## config.mk

```make
export PLATFORM = sky130hd
export DESIGN_NAME = gearbox_tx_ctrl
export DESIGN_NICKNAME = d
export VERILOG_FILES = /design/src/rtl/gearbox_pkg.sv /design/src/rtl/gearbox_tx_fifo.sv /design/src/rtl/gearbox_tx_ctrl.sv
export SDC_FILE = /design/constraint.sdc
export NUM_CORES = 1
export LEC_CHECK = 0
export CORE_ASPECT_RATIO = 1.5
export CORE_MARGIN = 2
export CORE_UTILIZATION = 40
export DETAILED_ROUTE_END_ITERATION = 16
export GPL_TIMING_DRIVEN = 0
export SYNTH_ARGS = -nofsm -noshare
export SYNTH_HDL_FRONTEND = slang
export SYNTH_HIERARCHICAL = 1
export SYNTH_SLANG_ARGS = --single-unit
```

## constraint.sdc

```tcl
create_clock -name i_clk -period 3.9 [get_ports i_clk]
set_clock_uncertainty 0.2 [all_clocks]
set_input_delay 0.585 -clock i_clk [delete_from_list [all_inputs] [get_ports i_clk]]
set_output_delay 0.585 -clock i_clk [all_outputs]
set_load 0.05 [all_outputs]
```

## src/rtl/gearbox_pkg.sv

```systemverilog
// -----------------------------------------------------------------------------
// gearbox_pkg
// Shared constants and types for the 64b/66b TX sequencing path.
//   SYNC_DATA / SYNC_CTRL : 2-bit sync header values
//   IDLE_BLOCK            : control block payload of block type 0x1E with all
//                           idle codes zero (type byte in the low byte)
//   gb_block_t            : encoded block {hdr, data} as carried in the buffer
// -----------------------------------------------------------------------------
package gearbox_pkg;

  localparam logic [1:0]  SYNC_DATA  = 2'b01;
  localparam logic [1:0]  SYNC_CTRL  = 2'b10;
  localparam logic [63:0] IDLE_BLOCK = 64'h0000_0000_0000_001E;
  localparam int          BLOCK_W    = 66;

  typedef struct packed {
    logic [1:0]  hdr;
    logic [63:0] data;
  } gb_block_t;

endpackage

```

## src/rtl/gearbox_tx_fifo.sv

```systemverilog
// -----------------------------------------------------------------------------
// gearbox_tx_fifo
// Synchronous block buffer with a first-word-fall-through head.
//   i_clk, i_reset_n : clock, asynchronous active-low reset
//   i_wr_en/i_wr_data: write strobe and entry (caller guarantees !o_full)
//   i_rd_en          : pop strobe (caller guarantees !o_empty)
//   o_rd_data        : current head entry, valid whenever !o_empty
//   o_full/o_empty   : occupancy flags
// A written entry becomes poppable one cycle after the write edge: the empty
// flag compares against a registered copy of the write pointer. The full flag
// uses the live write pointer so the upstream ready drops immediately.
// -----------------------------------------------------------------------------
module gearbox_tx_fifo #(
  parameter int WIDTH = 66,
  parameter int DEPTH = 4
) (
  input  logic             i_clk,
  input  logic             i_reset_n,
  input  logic             i_wr_en,
  input  logic [WIDTH-1:0] i_wr_data,
  input  logic             i_rd_en,
  output logic [WIDTH-1:0] o_rd_data,
  output logic             o_full,
  output logic             o_empty
);

  localparam int AW = $clog2(DEPTH);

  logic [WIDTH-1:0] r_mem [DEPTH];
  logic [AW:0]      r_wptr;
  logic [AW:0]      r_wptr_vis;
  logic [AW:0]      r_rptr;

  // Pointers carry one wrap bit so full and empty are distinguishable.
  always_ff @(posedge i_clk or negedge i_reset_n) begin
    if (!i_reset_n) begin
      r_wptr     <= '0;
      r_wptr_vis <= '0;
      r_rptr     <= '0;
    end else begin
      r_wptr_vis <= r_wptr;
      if (i_wr_en) r_wptr <= r_wptr + (AW+1)'(1);
      if (i_rd_en) r_rptr <= r_rptr + (AW+1)'(1);
    end
  end

  always_ff @(posedge i_clk) begin
    if (i_wr_en) r_mem[r_wptr[AW-1:0]] <= i_wr_data;
  end

  assign o_rd_data = r_mem[r_rptr[AW-1:0]];
  assign o_full    = (r_wptr[AW] != r_rptr[AW]) &&
                     (r_wptr[AW-1:0] == r_rptr[AW-1:0]);
  assign o_empty   = (r_rptr == r_wptr_vis);

endmodule

```

## src/rtl/gearbox_tx_ctrl.sv

```systemverilog
// -----------------------------------------------------------------------------
// gearbox_tx_ctrl
// Sequencer between the 64b/66b encoder and the TX gearbox. Buffers whole
// blocks, emits each as two words (low half first) and fills gaps with idle
// control blocks so the gearbox always sees a continuous stream.
//   i_clk, i_reset_n   : clock, asynchronous active-low reset
//   i_tx_en            : when low, only idle blocks are started
//   i_block_data/_hdr  : encoded block from the encoder
//   i_block_valid      : block present; accepted when o_block_ready is high
//   o_block_ready      : buffer not full
//   o_data/o_hdr       : word and sync header to the gearbox
//   o_data_valid       : word strobe to the gearbox
//   i_gearbox_pause    : gearbox back-pressure; freezes the sequencer
//   o_idle_cnt         : idle blocks inserted (saturating)
//   o_block_cnt        : buffered blocks sent (saturating)
// -----------------------------------------------------------------------------
module gearbox_tx_ctrl #(
  parameter int DATA_WIDTH = 32,
  parameter int FIFO_DEPTH = 4,
  parameter int CNT_WIDTH  = 16
) (
  input  logic                    i_clk,
  input  logic                    i_reset_n,
  input  logic                    i_tx_en,
  input  logic [2*DATA_WIDTH-1:0] i_block_data,
  input  logic [1:0]              i_block_hdr,
  input  logic                    i_block_valid,
  output logic                    o_block_ready,
  output logic [DATA_WIDTH-1:0]   o_data,
  output logic [1:0]              o_hdr,
  output logic                    o_data_valid,
  input  logic                    i_gearbox_pause,
  output logic [CNT_WIDTH-1:0]    o_idle_cnt,
  output logic [CNT_WIDTH-1:0]    o_block_cnt
);

  import gearbox_pkg::*;

  localparam int BLK_W   = 2 * DATA_WIDTH;
  localparam int ENTRY_W = BLK_W + 2;

  localparam logic [0:0] ST_H0 = 1'b0;
  localparam logic [0:0] ST_H1 = 1'b1;

  logic [0:0]            r_state;
  logic [DATA_WIDTH-1:0] r_upper;

  logic                  w_fifo_wr;
  logic                  w_fifo_pop;
  logic                  w_fifo_full;
  logic                  w_fifo_empty;
  logic [ENTRY_W-1:0]    w_head;
  logic [BLK_W-1:0]      w_sel_blk;
  logic [1:0]            w_sel_hdr;

  function automatic logic [CNT_WIDTH-1:0] sat_inc(input logic [CNT_WIDTH-1:0] v);
    return (&v) ? v : v + CNT_WIDTH'(1);
  endfunction

  gearbox_tx_fifo #(
    .WIDTH (ENTRY_W),
    .DEPTH (FIFO_DEPTH)
  ) u_fifo (
    .i_clk     (i_clk),
    .i_reset_n (i_reset_n),
    .i_wr_en   (w_fifo_wr),
    .i_wr_data ({i_block_hdr, i_block_data}),
    .i_rd_en   (w_fifo_pop),
    .o_rd_data (w_head),
    .o_full    (w_fifo_full),
    .o_empty   (w_fifo_empty)
  );

  assign o_block_ready = !w_fifo_full;
  assign w_fifo_wr     = i_block_valid && !w_fifo_full;

  // A block is only started in H0; i_tx_en is ignored in H1 so a block that
  // has begun always completes.
  assign w_fifo_pop = !i_gearbox_pause && (r_state == ST_H0) &&
                      i_tx_en && !w_fifo_empty;
  assign w_sel_blk  = w_fifo_pop ? w_head[BLK_W-1:0] : BLK_W'(IDLE_BLOCK);
  assign w_sel_hdr  = w_fifo_pop ? w_head[ENTRY_W-1 -: 2] : SYNC_CTRL;

  // Output stage: sequencer state, output word and counters.
  always_ff @(posedge i_clk or negedge i_reset_n) begin
    if (!i_reset_n) begin
      r_state      <= ST_H0;
      o_data       <= '0;
      o_hdr        <= '0;
      o_data_valid <= 1'b0;
      o_idle_cnt   <= '0;
      o_block_cnt  <= '0;
    end else if (i_gearbox_pause) begin
      o_data_valid <= 1'b0;
    end else begin
      o_data_valid <= 1'b1;
      case (r_state)
        ST_H0: begin
          o_data  <= w_sel_blk[DATA_WIDTH-1:0];
          o_hdr   <= w_sel_hdr;
          r_state <= ST_H1;
          if (w_fifo_pop) o_block_cnt <= sat_inc(o_block_cnt);
          else            o_idle_cnt  <= sat_inc(o_idle_cnt);
        end
        default: begin
          o_data  <= r_upper;
          r_state <= ST_H0;
        end
      endcase
    end
  end

  // Upper half of the block being sent; pure data, not reset.
  always_ff @(posedge i_clk) begin
    if (!i_gearbox_pause && (r_state == ST_H0)) r_upper <= w_sel_blk[BLK_W-1:DATA_WIDTH];
  end

endmodule

```

Word-level counts from Yosys, hierarchy flattened --
Memory sizes are Yosys's and may differ from the RTL's. Cells that the tools add are included.
Storage, ports and cells: register bits 109, bits in writable memories 264, input bits 71, output and inout bits 68, word-level logic and storage cells 43, memories 1
Memory list:
- u_fifo.r_mem | depth 4, width 66, rd ports 1, clocked after memory_dff 0, write ports 1, RTL line gearbox_tx_fifo.sv:29 | logic [WIDTH-1:0] r_mem [DEPTH];
Cells by class: $add $sub $neg 4, equality and inequality tests 3, muxes and demuxes 7, bitwise logic cells 5, reduce and logical (&&, ||, !) cells 13
Operators by type and width (count):
- $mux W32 | 2
- $add A16 B1 Y16 const B | 2
- $reduce_and A16 Y1 | 2
- $reduce_and A4 Y1 | 2
- $add A3 B1 Y3 const B | 2
- $logic_and A1 B1 Y1 | 5
- $not A1 Y1 | 5
- $mux W1 | 4
- $eq A3 B3 Y1 | 1
- $logic_not A1 Y1 | 3
- $eq A2 B2 Y1 | 1
- $mux W2 | 1
- $reduce_and A2 Y1 | 1
- $ne A1 B1 Y1 | 1

Depth between registers and ports, before layout --
Gate-level depths: netlist (run 1).
depth after elaboration 6, gate-level depth with buffers 12, gate-level depth less buffers 8

Modules after synthesis --
Netlist (run 1), hierarchy kept.
Modules (own cells, without submodules):
- gearbox_tx_fifo | times used 1, cells each 382, area each 9979.6 um^2, seq. area each 8152.8 um^2
- gearbox_tx_ctrl | times used 1, cells each 368, area each 4309.1 um^2, seq. area each 2662.6 um^2

Least setup slack after synthesis (run 1) --
No wires, ideal clock.
kind register -> register, from register u_fifo.r_rptr[0], to memory u_fifo.r_mem[3][0] (enable), library setup time 433 ps, arrival 2914 ps, required time 3267 ps, slack 353 ps, stages on the path, launching flop included 8, buffers on the path 3, period minus slack after synthesis 3547 ps, cell sequence dfrtp_1 -> buf_6 -> buf_12 -> buf_12 -> xor2_1 -> nor3_1 -> nor2b_1 -> and2_1
Between the ends: longest elaborated chain between the ends 6
RTL lines:
- from (decl) | RTL line gearbox_tx_fifo.sv:32 | logic [AW:0] r_rptr;
- from (signal assigned) | RTL line gearbox_tx_fifo.sv:43 | if (i_rd_en) r_rptr <= r_rptr + (AW+1)'(1);
- $eq A2 B2 Y1 | RTL line gearbox_tx_fifo.sv:53 | (r_wptr[AW-1:0] == r_rptr[AW-1:0]);
- $logic_and A1 B1 Y1 | RTL line gearbox_tx_fifo.sv:52 | assign o_full = (r_wptr[AW] != r_rptr[AW]) &&
- via w_fifo_full | RTL line gearbox_tx_ctrl.sv:50 | logic w_fifo_full;
- $logic_not A1 Y1 | RTL line gearbox_tx_ctrl.sv:75 | assign w_fifo_wr = i_block_valid && !w_fifo_full;
- $logic_and A1 B1 Y1 | RTL line gearbox_tx_ctrl.sv:75
- via w_fifo_wr | RTL line gearbox_tx_ctrl.sv:48 | logic w_fifo_wr;
- $mux W1 | RTL line gearbox_tx_fifo.sv:48 | if (i_wr_en) r_mem[r_wptr[AW-1:0]] <= i_wr_data;
- $mux W1 (implied by the code) | RTL line gearbox_tx_fifo.sv:48
- to (decl) | RTL line gearbox_tx_fifo.sv:29
The timed path passes the listed nets, and every way through them passes these cells.

Worst setup path in the final report (run 1) --
from register u_fifo.r_rptr[0], to output port o_block_ready
Between the ends: longest elaborated chain between the ends 3
RTL lines:
- $eq A2 B2 Y1 | RTL line gearbox_tx_fifo.sv:53
- $logic_and A1 B1 Y1 | RTL line gearbox_tx_fifo.sv:52
- via w_fifo_full | RTL line gearbox_tx_ctrl.sv:50
- $logic_not A1 Y1 | RTL line gearbox_tx_ctrl.sv:74 | assign o_block_ready = !w_fifo_full;
- to (decl) | RTL line gearbox_tx_ctrl.sv:28 | output logic o_block_ready,
The timed path passes the listed nets, and every way through them passes these cells.

==> results of run 1 <==
## routing by layer
metal	global-route usage, %	vias up	share of wire (%)
li1	-	3329	-
met5	0	-	0.14
met3	3.22	48	4.3
met2	30.5	167	54
met4	5.38	6	2.3
met1	20.2	3840	39
## final cells by class
type | count | area, um2 | area share (%)
Clock buffer | 43 | 958 | 5.43
Buffer | 36 | 209 | 1.18
Multi-Input combinational cell | 334 | 3240 | 18.4
Timing Repair Buffer | 144 | 1530 | 8.66
Inverter | 7 | 38.8 | 0.220
Sequential cell | 373 | 10800 | 61.3
Tap cell | 473 | 592 | 3.35
Clock inverter | 21 | 264 | 1.50
## what timing repair did
item	CTS	global route
gates resized for setup	0	0
endpoints found under the hold margin	16	0
hold buffers	1	0
## final timing paths
| kind | cells past startpoint | end | slack, ns | from |
|---|---|---|---|---|
| max | 7 | o_block_ready | 0.44 | u_fifo/r_rptr[0] |
| min | 2 | o_data_valid | 0.19 | i_gearbox_pause |
| max reg2reg | 11 | u_fifo/r_rptr[1] | 0.70 | u_fifo/r_rptr[0] |
| min reg2reg | 0 | u_fifo/r_wptr_vis[2] | 0.25 | u_fifo/r_wptr[2] |
| max in group asynchronous | 3 | o_hdr[0] | 2.58 | i_reset_n |
| min in group asynchronous | 2 | o_data[12] | 0.30 | i_reset_n |
## power breakdown
| part | total, W | switching [W] | internal (W) | leakage [nW] |
|---|---|---|---|---|
| sequential | 0.00571 | 0.000377 | 0.00534 | 3.72 |
| clock | 0.00362 | 0.00146 | 0.00216 | 0.599 |
| combinational | 0.00392 | 0.00231 | 0.00161 | 1.86 |
## logic make-up after synthesis
family / Yosys count / synth area share [%]
AND/OR/NAND/NOR: 149 / 5.88
flip-flops: 373 / 75.7
adder cells (fa/ha/maj): 7 / 0.613
AO/OA/AOI/OAI: 69 / 2.99
multiplexers: 69 / 10.6
buffers and inverters: 43 / 1.73
XOR/XNOR: 40 / 2.45
## registers in the layout, indices dropped and copies added (netlist names)
signal             count
u_fifo/r_mem         264
o_data                32
r_upper               32
o_block_cnt           16
o_idle_cnt            16
u_fifo/r_rptr          3
u_fifo/r_wptr          3
u_fifo/r_wptr_vis      3
o_hdr                  2
o_data_valid           1
r_state                1
## cells in the final DEF (no fill, tap or decap), types with 6 or more instances in the layout
master           synthesis  routed
and2_1                  37      33
clkbuf_1                21      26
buf_2                    6       6
nand3_1                  9       9
dfrtp_1                 77      77
clkdlybuf4s50_1          0     136
clkinv_2                 0       8
mux4_2                  66      66
bufinv_16                0       6
nor3_1                  11      11
ha_1                     7       7
nand2_1                 44      44
clkbuf_16                0      37
edfxtp_1               296     296
buf_4                    5       6
nor4_1                  13      13
a22oi_1                 28      28
inv_1                    6       6
o21ai_0                 34      34
xor2_1                  36      36
nand4_1                 10      10
## through the flow
stage	utilization, %	cell area, um2	setup TNS, ns
2_1_floorplan	-	14300	0
3_3_place_gp	46.3	16300	-477.97
3_5_place_dp	46.8	16400	0
4_1_cts	50.3	17600	0
5_1_grt	50.3	17600	0
6_report	50.3	17600	0
## worst reg2reg max path, stage by stage, from the launching register on
cell and delay, ns:
dfrtp_1 0.39, buf_6 0.15, buf_12 0.16, buf_12 0.16, xor2_1 0.16, nor3_1 0.06, nand2b_1 0.25, or3_1 0.37
buf_6 0.16, clkinv_8 0.09, clkbuf_1 0.53, mux2_2 0.41
==> metrics.yaml, run 1 <==
outcome:
  outcome: "complete, no violations"
placed_design:
  dp_cells: 1366
  gp_congestion: 0.795
  io_buffer_count: 137
  pre_cts_slack_ns: 0.645
  dp_hpwl_mm: 19.8
global_route:
  grt-ovfl-total: 0
  antenna_found_initial: 3
  grt_pass1_wl_mm: 46.7
  grt_start_max_net_pins: 62
  grt_usage_pct: 16.9
  grt_pass1_vias: 7795
power_and_ir_drop:
  p_per_area_mw_per_mm2: 751
  total_power_w: 0.0133
  power_leakage_nw: 6.18
  vdd_drop_max_mv: 0.368
route:
  postRouteAntennaNets: 0
  wl_per_cell_um: 21.6
  via_per_inst: 5.16
  drcViolationCount: 0
  drt_iter0_markers: 388
  drt-total-wl_mm: 30.9
  dr.pass1.iters: 4
  vias: 7390
timing:
  layout_setup_ws_ns: 0.437
  rsz0062_at_grt: "false"
  slew_headroom_pct: 49.6
  fmax_mhz: 289
  finalSetupViolCount: 0
  fin_hold_ws_ns: 0.193
  hold_violations: 0
  min_period_ns: 3.46
  tightest_slew_ns: 0.755
  drv_slew: 0
  fin_crit_sh_pct: 88.8
synthesis:
  avgSynthCellArea_um2: 19.1
  yosys-top-cells-count: "edfxtp_1, dfrtp_1, mux4_2"
  async_reset_ff_share_pct: 20.6
  synth_most_common_cell: "edfxtp_1"
  ys_dominant_reg_cell: "edfxtp_1"
  synth_nets: 828
  synth_area_mm2: 0.0143
  yosysSeqAreaShare_pct: 75.7
  synth_largest_area_cell: "edfxtp_1"
  synth_area_leaders: "edfxtp_1, dfrtp_1, mux4_2"
  synthDominantCellAreaShare_pct: 62.2
  synth.distinct_cells: 39
  synth_warnings: 6
  ys_ff_latch: 373
  synth_edf_count: 296
  postSynthCellCount: 750
setup_path:
  cp.required_ns: 3.12
  cpMaxStageDelayCell: "clkdlybuf4s50_1"
  critical-path-max-stage-delay_ns: 0.71
  crit_type: "register to output pin"
  crit_family: "buffers and inverters"
  path_buf_inv: 5
  path_cells: "buf_6, buf_12, buf_12, xor2_1, nor3_1, inv_1, clkdlybuf4s50_1"
  critPathMaxFanout: 10
  arrival_ns: 2.68
  worstSetupStartpointType: "register"
  crit_path_frequent_cell: "buf_12"
  endpoint_kind: "output pin"
clock_tree:
  cts_root_buffer: "clkbuf_16"
  cts_setup_buffers: 0
  cts_sinks: 373
  tritoncts: "done"
  numCtsBuffers: 36
  clockBufferDepth: 3
  htreeDepth: 2
  clock_latency_ns: 0.53
  path_clk_slew_ns: 0.06
layout:
  layout.nets: 1010
  diodes: 0
  syn_to_final_growth_pct: 23.5
  instances_no_fill: 1431
  filler_cell_count: 2940
  drive_gt1_share_pct: 16.2
die:
  num_rows: 84
  die_w_um: 158
  start_util_pct: 40.7
  fp.dieH_um: 235
  dieArea_mm2: 0.0373
  pin_count: 139
  core_area_mm2: 0.0351
job:
  maxCapViolations: 0
hold_path:
  holdCritPathClass: "input port to register"
Power figures use the tool's default switching activity.
==> run 2: changes to the inputs <==
--- a/config.mk
+++ b/config.mk
@@ -8,6 +8,7 @@
 export CORE_ASPECT_RATIO = 1.5
 export CORE_MARGIN = 2
 export CORE_UTILIZATION = 40
+export CTS_CLUSTER_SIZE = 12
 export DETAILED_ROUTE_END_ITERATION = 16
 export GPL_TIMING_DRIVEN = 0
 export SYNTH_ARGS = -nofsm -noshare
==> run 2 against run 1 <==
  * Hold slack got worse by 0.0075 ns
  * Power fell by 1.4%
  * Clock power is 5% lower
  * Sequential share of layout area is 0.18 points higher
  * Via count is 0.68% higher
  * Wire length is 0.17% higher
  * Register-to-register slack barely moved
  * Maximum frequency grew 0.29%
  * Non-clock buffer count unchanged
  * Critical path depth is the same
  * Critical path type unchanged
  * Critical endpoint unchanged
==> metrics.yaml, run 2 (synthesized netlist as in run 1, its figures left out) <==
die:
  start_util_pct: 40.7  # unchanged
  die_w_um: 158  # unchanged
  core_area_mm2: 0.0351  # unchanged
  fp.dieH_um: 235  # unchanged
  pin_count: 139  # unchanged
  num_rows: 84  # unchanged
  dieArea_mm2: 0.0373  # unchanged
placed_design:
  pre_cts_slack_ns: 0.645  # unchanged
  dp_cells: 1366  # unchanged
  io_buffer_count: 137  # unchanged
  postPlaceCellArea_mm2: 0.0164  # unchanged
  dp_hpwl_mm: 19.8  # unchanged
  gp_congestion: 0.795  # unchanged
clock_tree:
  clock_latency_ns: 0.54  # about the same
  path_clk_slew_ns: 0.06  # about the same
  numCtsBuffers: 38  # +5.6%
  cts_sinks: 373  # unchanged
  tritoncts: "done"
  cts_setup_buffers: 0  # unchanged
  htreeDepth: 2  # unchanged
  cts_root_buffer: "clkbuf_16"
  clockBufferDepth: 3  # unchanged
global_route:
  grt-ovfl-total: 0  # unchanged
  grt_usage_pct: 16.9  # -0.029 points
  antenna_found_initial: 3  # unchanged
  grt_pass1_vias: 7840  # +0.58%
  grt_start_max_net_pins: 62  # unchanged
  grt_pass1_wl_mm: 46.7  # about the same
power_and_ir_drop:
  p_per_area_mw_per_mm2: 743  # -1.1%
  power_leakage_nw: 6.14  # -0.56%
  vdd_drop_max_mv: 0.332  # -9.8%
setup_path:
  critical-path-max-stage-delay_ns: 0.71  # about the same
  worstSetupStartpointType: "register"
  cpMaxStageDelayCell: "clkdlybuf4s50_1"
  endpoint_kind: "output pin"
  critPathMaxFanout: 10  # unchanged
  path_cells: "buf_6, buf_12, buf_12, xor2_1, nor3_1, inv_1, clkdlybuf4s50_1"
  crit_path_frequent_cell: "buf_12"
  arrival_ns: 2.67  # about the same
  crit_type: "register to output pin"
  cp.required_ns: 3.12  # about the same
  reg2reg_slack_ns: 0.70  # about the same
timing:
  fmax_mhz: 290  # +0.29%
  tightest_slew_ns: 0.774  # +0.0187 ns
  finalSetupViolCount: 0  # unchanged
  hold_violations: 0  # unchanged
  rsz0062_at_grt: "false"
  slew_headroom_pct: 48.4  # -1.2 points
  min_period_ns: 3.45  # -0.0102 ns
  drv_slew: 0  # unchanged
  fin_crit_sh_pct: 88.5  # -0.26 points
  fin_hold_ws_ns: 0.186  # -0.00748 ns
  layout_setup_ws_ns: 0.447  # +0.0102 ns
route:
  drt_iter0_markers: 440  # +13%
  dr.pass1.iters: 4  # unchanged
  drcViolationCount: 0  # unchanged
  postRouteAntennaNets: 0  # unchanged
  via_per_inst: 5.18  # +0.26%
  wl_per_cell_um: 21.5  # -0.24%
  vias: 7440  # +0.68%
  drt-total-wl_mm: 30.9  # +0.17%
layout:
  finalInstanceArea_mm2: 0.0176  # -0.29%
  largest_register_ffs: 264  # unchanged
  final_cell_mix: "edfxtp_1, clkdlybuf4s50_1, dfrtp_1, mux4_2, nand2_1"
  diodes: 0  # unchanged
  post-route-util_pct: 50.1  # -0.15 points
  layout.nets: 1012  # +0.20%
  drive_gt1_share_pct: 15.0  # -1.1 points
  instances_no_fill: 1437  # +0.42%
  syn_to_final_growth_pct: 23.2
  final_common_cell: "edfxtp_1"
hold_path:
  holdCritPathClass: "input port to register"
outcome:
  outcome: "complete, no violations"
job:
  maxCapViolations: 0  # unchanged
run 2: final cells by class:
type / instances / area (um2)
buffer: 36 / 209
clock buffer: 66 / 1150
clock inverter: 4 / 21.3
fill: 2963 / 17500
inverter: 7 / 38.8
multi-input combinational: 334 / 3240
sequential: 373 / 10800
tap: 473 / 592
timing repair buffer: 144 / 1530
run 2: where the power goes:
group | internal, W | total [W] | switching [W]
combinational | 0.00161 | 0.00392 | 0.00231
clock | 0.00200 | 0.00343 | 0.00143
sequential | 0.00534 | 0.00572 | 0.000380
run 2: layer usage:
metal	part of all wire [%]	routed length, um	track usage [%]	vias up
li1	-	-	-	3337
met1	38	11900	20.2	3842
met2	54	16800	30.6	198
met3	4.8	1480	3.06	57
met4	2.5	762	5.46	6
met5	0.15	47	0	-
run 2: final timing paths:
check	startpoint	to	cells past startpoint
worst max-delay path	u_fifo/r_rptr[0]	o_block_ready	7
worst min-delay path	i_gearbox_pause	o_data_valid	2
worst max register to register	u_fifo/r_rptr[0]	u_fifo/r_rptr[1]	11
worst min register to register	u_fifo/r_wptr[2]	u_fifo/r_wptr_vis[2]	0
max in group asynchronous	i_reset_n	u_fifo/r_rptr[0]	3
min in group asynchronous	i_reset_n	o_data[6]	2
run 2: critical path, delay by kind of cell, from the launching register on:
kind / cells / cell delay, ns
XOR/XNOR: 1 / 0.16
buffers and inverters: 5 / 1.25
flip-flops: 1 / 0.39
AND/OR/NAND/NOR: 1 / 0.34
run 2: metrics by stage:
stage          setup TNS (ns)  total power [W]
2_1_floorplan               0          0.00837
3_3_place_gp          -477.97          0.00972
4_1_cts                     0           0.0133
3_5_place_dp                0          0.00982
6_report                    0           0.0131
5_1_grt                     0           0.0137
run 2: what timing repair did:
action / 4_1_cts / 5_1_grt
endpoints found under the setup margin: 0 / 0
hold endpoints to repair: 16 / 0
gates resized for setup: 0 / 0
hold buffers: 1 / 0
==> run 3: changes to the inputs <==
--- a/config.mk
+++ b/config.mk
@@ -11,6 +11,8 @@
 export CTS_CLUSTER_SIZE = 12
 export DETAILED_ROUTE_END_ITERATION = 16
 export GPL_TIMING_DRIVEN = 0
+export PLACE_DENSITY = 0.64
+export SETUP_SLACK_MARGIN = 0.3
 export SYNTH_ARGS = -nofsm -noshare
 export SYNTH_HDL_FRONTEND = slang
 export SYNTH_HIERARCHICAL = 1
==> run 3 against run 2 <==
  * Setup slack gained 0.35 ns
  * Sequential cell count unchanged
  * Maximum frequency is 11% higher
  * Non-clock buffer count is the same
  * Die area stayed put
  * Power shrank 0.24%
  * Sequential share of layout area did not move
  * Global-route usage fell by 0.054 points
  * Wire length decreased by 0.95%
  * Critical endpoint is now u_fifo/r_rptr[1]
==> metrics.yaml, run 3 (synthesized netlist as in run 1, its figures left out) <==
outcome:
  outcome: "complete, no violations"
route:
  vias: 7428  # -0.16%
  postRouteAntennaNets: 0  # unchanged
  dr.pass1.iters: 6  # +2
  drt-total-wl_mm: 30.6  # -0.95%
  drt_iter0_markers: 446  # +1.4%
  wl_per_cell_um: 21.3  # -1.2%
  drcViolationCount: 0  # unchanged
  via_per_inst: 5.16  # -0.37%
global_route:
  grt_usage_pct: 16.8  # -0.054 points
  grt_pass1_wl_mm: 46.8  # +0.18%
  grt-ovfl-total: 0  # unchanged
  grt_pass1_vias: 7949  # +1.4%
  antenna_found_initial: 4  # +1
  grt_start_max_net_pins: 63  # +1.6%
clock_tree:
  numCtsBuffers: 38  # unchanged
  clockBufferDepth: 3  # unchanged
  cts_sinks: 373  # unchanged
  tritoncts: "done"
  clock_latency_ns: 0.53  # about the same
  htreeDepth: 2  # unchanged
  path_clk_slew_ns: 0.06  # about the same
  cts_root_buffer: "clkbuf_16"
timing:
  rsz0062_at_grt: "false"
  layout_setup_ws_ns: 0.798  # +0.351 ns
  hold_violations: 0  # unchanged
  fmax_mhz: 322  # +11%
  fin_hold_ws_ns: 0.232  # +0.0463 ns
  tns_ns: 0  # unchanged
  min_period_ns: 3.10  # -0.351 ns
  fin_crit_sh_pct: 79.5  # -9.0 points
  drv_slew: 0  # unchanged
  tightest_slew_ns: 0.781  # +0.00708 ns
  finalSetupViolCount: 0  # unchanged
  slew_headroom_pct: 47.9  # -0.47 points
placed_design:
  io_buffer_count: 137  # unchanged
  dp_hpwl_mm: 19.6  # -0.77%
  pre_cts_slack_ns: 0.743  # +0.0977 ns
  dp_cells: 1366  # unchanged
  gp_congestion: 0.782  # -1.6%
die:
  die_w_um: 158  # unchanged
  pin_count: 139  # unchanged
  dieArea_mm2: 0.0373  # unchanged
  fp.dieH_um: 235  # unchanged
  core_area_mm2: 0.0351  # unchanged
  num_rows: 84  # unchanged
  start_util_pct: 40.7  # unchanged
layout:
  final_cell_mix: "edfxtp_1, clkdlybuf4s50_1, dfrtp_1, mux4_2"
  drive_gt1_share_pct: 15.1  # +0.10 points
  layout.nets: 1012  # unchanged
  largest_register_ffs: 264  # unchanged
  final_common_cell: "edfxtp_1"
  instances_no_fill: 1440  # +0.21%
  syn_to_final_growth_pct: 23.2  # unchanged
  post-route-util_pct: 50.1  # unchanged
power_and_ir_drop:
  comb_power_share_pct: 30.1  # about the same
  switching_share_pct: 31.6  # +0.069 points
  p_per_area_mw_per_mm2: 741  # -0.24%
  p_int_w: 0.00892  # -0.34%
  clkPwrFrac_pct: 26.1  # -0.2 points
  power_frac_seq_pct: 43.8  # about the same
  vdd_drop_max_mv: 0.389  # +17%
  power_leakage_nw: 6.14  # about the same
  p_switching_w: 0.00412  # about the same
setup_path:
  worstSetupStartpointType: "register"
  endpoint_kind: "register"
  cp.required_ns: 4.10  # +0.98 ns
  arrival_ns: 3.30  # +0.63 ns
  critPathMaxFanout: 12  # +2
  crit_type: "register to register"
job:
  maxCapViolations: 0  # unchanged
hold_path:
  holdCritPathClass: "input port to register"
run 3: cell types whose count changed in the layout (fill, tap and decap cells not counted), moves of 2 or more:
cell,delta
clkinv_2,+3
clkinv_1,-2
diode_2,+3
clkbuf_8,-2
run 3: timing repair:
action | CTS | global route
gates resized for setup | 0 | 1
hold endpoints to repair | 15 | 0
buffers inserted | 0 | 0
hold buffers | 1 | 0
setup endpoints to repair | 0 | 1
run 3: power by group through the flow:
| stage | logic (W) | registers, W | clock network (W) |
|---|---|---|---|
| after floorplan | 0.00201 | 0.00636 | 0 |
| after global placement | 0.00385 | 0.00586 | 0 |
| after detailed placement | 0.00402 | 0.00580 | 0 |
| after CTS | 0.00402 | 0.00572 | 0.00349 |
| after global routing | 0.00421 | 0.00579 | 0.00365 |
| final | 0.00393 | 0.00571 | 0.00340 |
run 3: worst max-delay path, stage by stage (launching register included):
cell and delay, ns:
dfrtp_1 0.40, buf_6 0.15, buf_12 0.15, buf_12 0.15, xor2_1 0.14, nor3_1 0.06, nand2b_1 0.23, or3_1 0.36
buf_6 0.16, clkinv_8 0.07, clkbuf_1 0.49, mux2_2 0.40
run 3: path summary, 6_finish.rpt:
check                      cells after the start  slack [ns]                    to        startpoint
max reg2reg                                   11        0.80      u_fifo/r_rptr[1]  u_fifo/r_rptr[0]
max in group asynchronous                      3        2.58      u_fifo/r_rptr[1]         i_reset_n
min                                            2        0.23          o_data_valid   i_gearbox_pause
min in group asynchronous                      2        0.30             o_data[6]         i_reset_n
max                                           11        0.80      u_fifo/r_rptr[1]  u_fifo/r_rptr[0]
min reg2reg                                    0        0.24  u_fifo/r_wptr_vis[2]  u_fifo/r_wptr[2]
run 3: area by class of cell:
class | instances | area (um2)
repair buffers | 144 | 1540
plain buffers | 36 | 209
multi-input cells | 334 | 3240
clock inverters | 5 | 27.5
diodes | 3 | 7.51
clock buffers | 65 | 1130
fillers | 2959 | 17500
flip-flops and latches | 373 | 10800
well taps | 473 | 592
inverters | 7 | 38.8
run 3: through the flow:
| step | power (W) | area [um2] |
|---|---|---|
| 2_1_floorplan | 0.00837 | 14300 |
| 3_3_place_gp | 0.00971 | 16300 |
| 3_5_place_dp | 0.00981 | 16400 |
| 4_1_cts | 0.0132 | 17600 |
| 5_1_grt | 0.0137 | 17600 |
| 6_report | 0.0130 | 17600 |
run 3: routing by layer:
metal  global-route usage, %  vias up  share of wire, %
met5                       0        -             0.088
li1                        -     3337                 -
met1                    19.7     3881                38
met3                    3.11       44               4.4
met4                    4.80        4               1.9
met2                    31.1      162                55
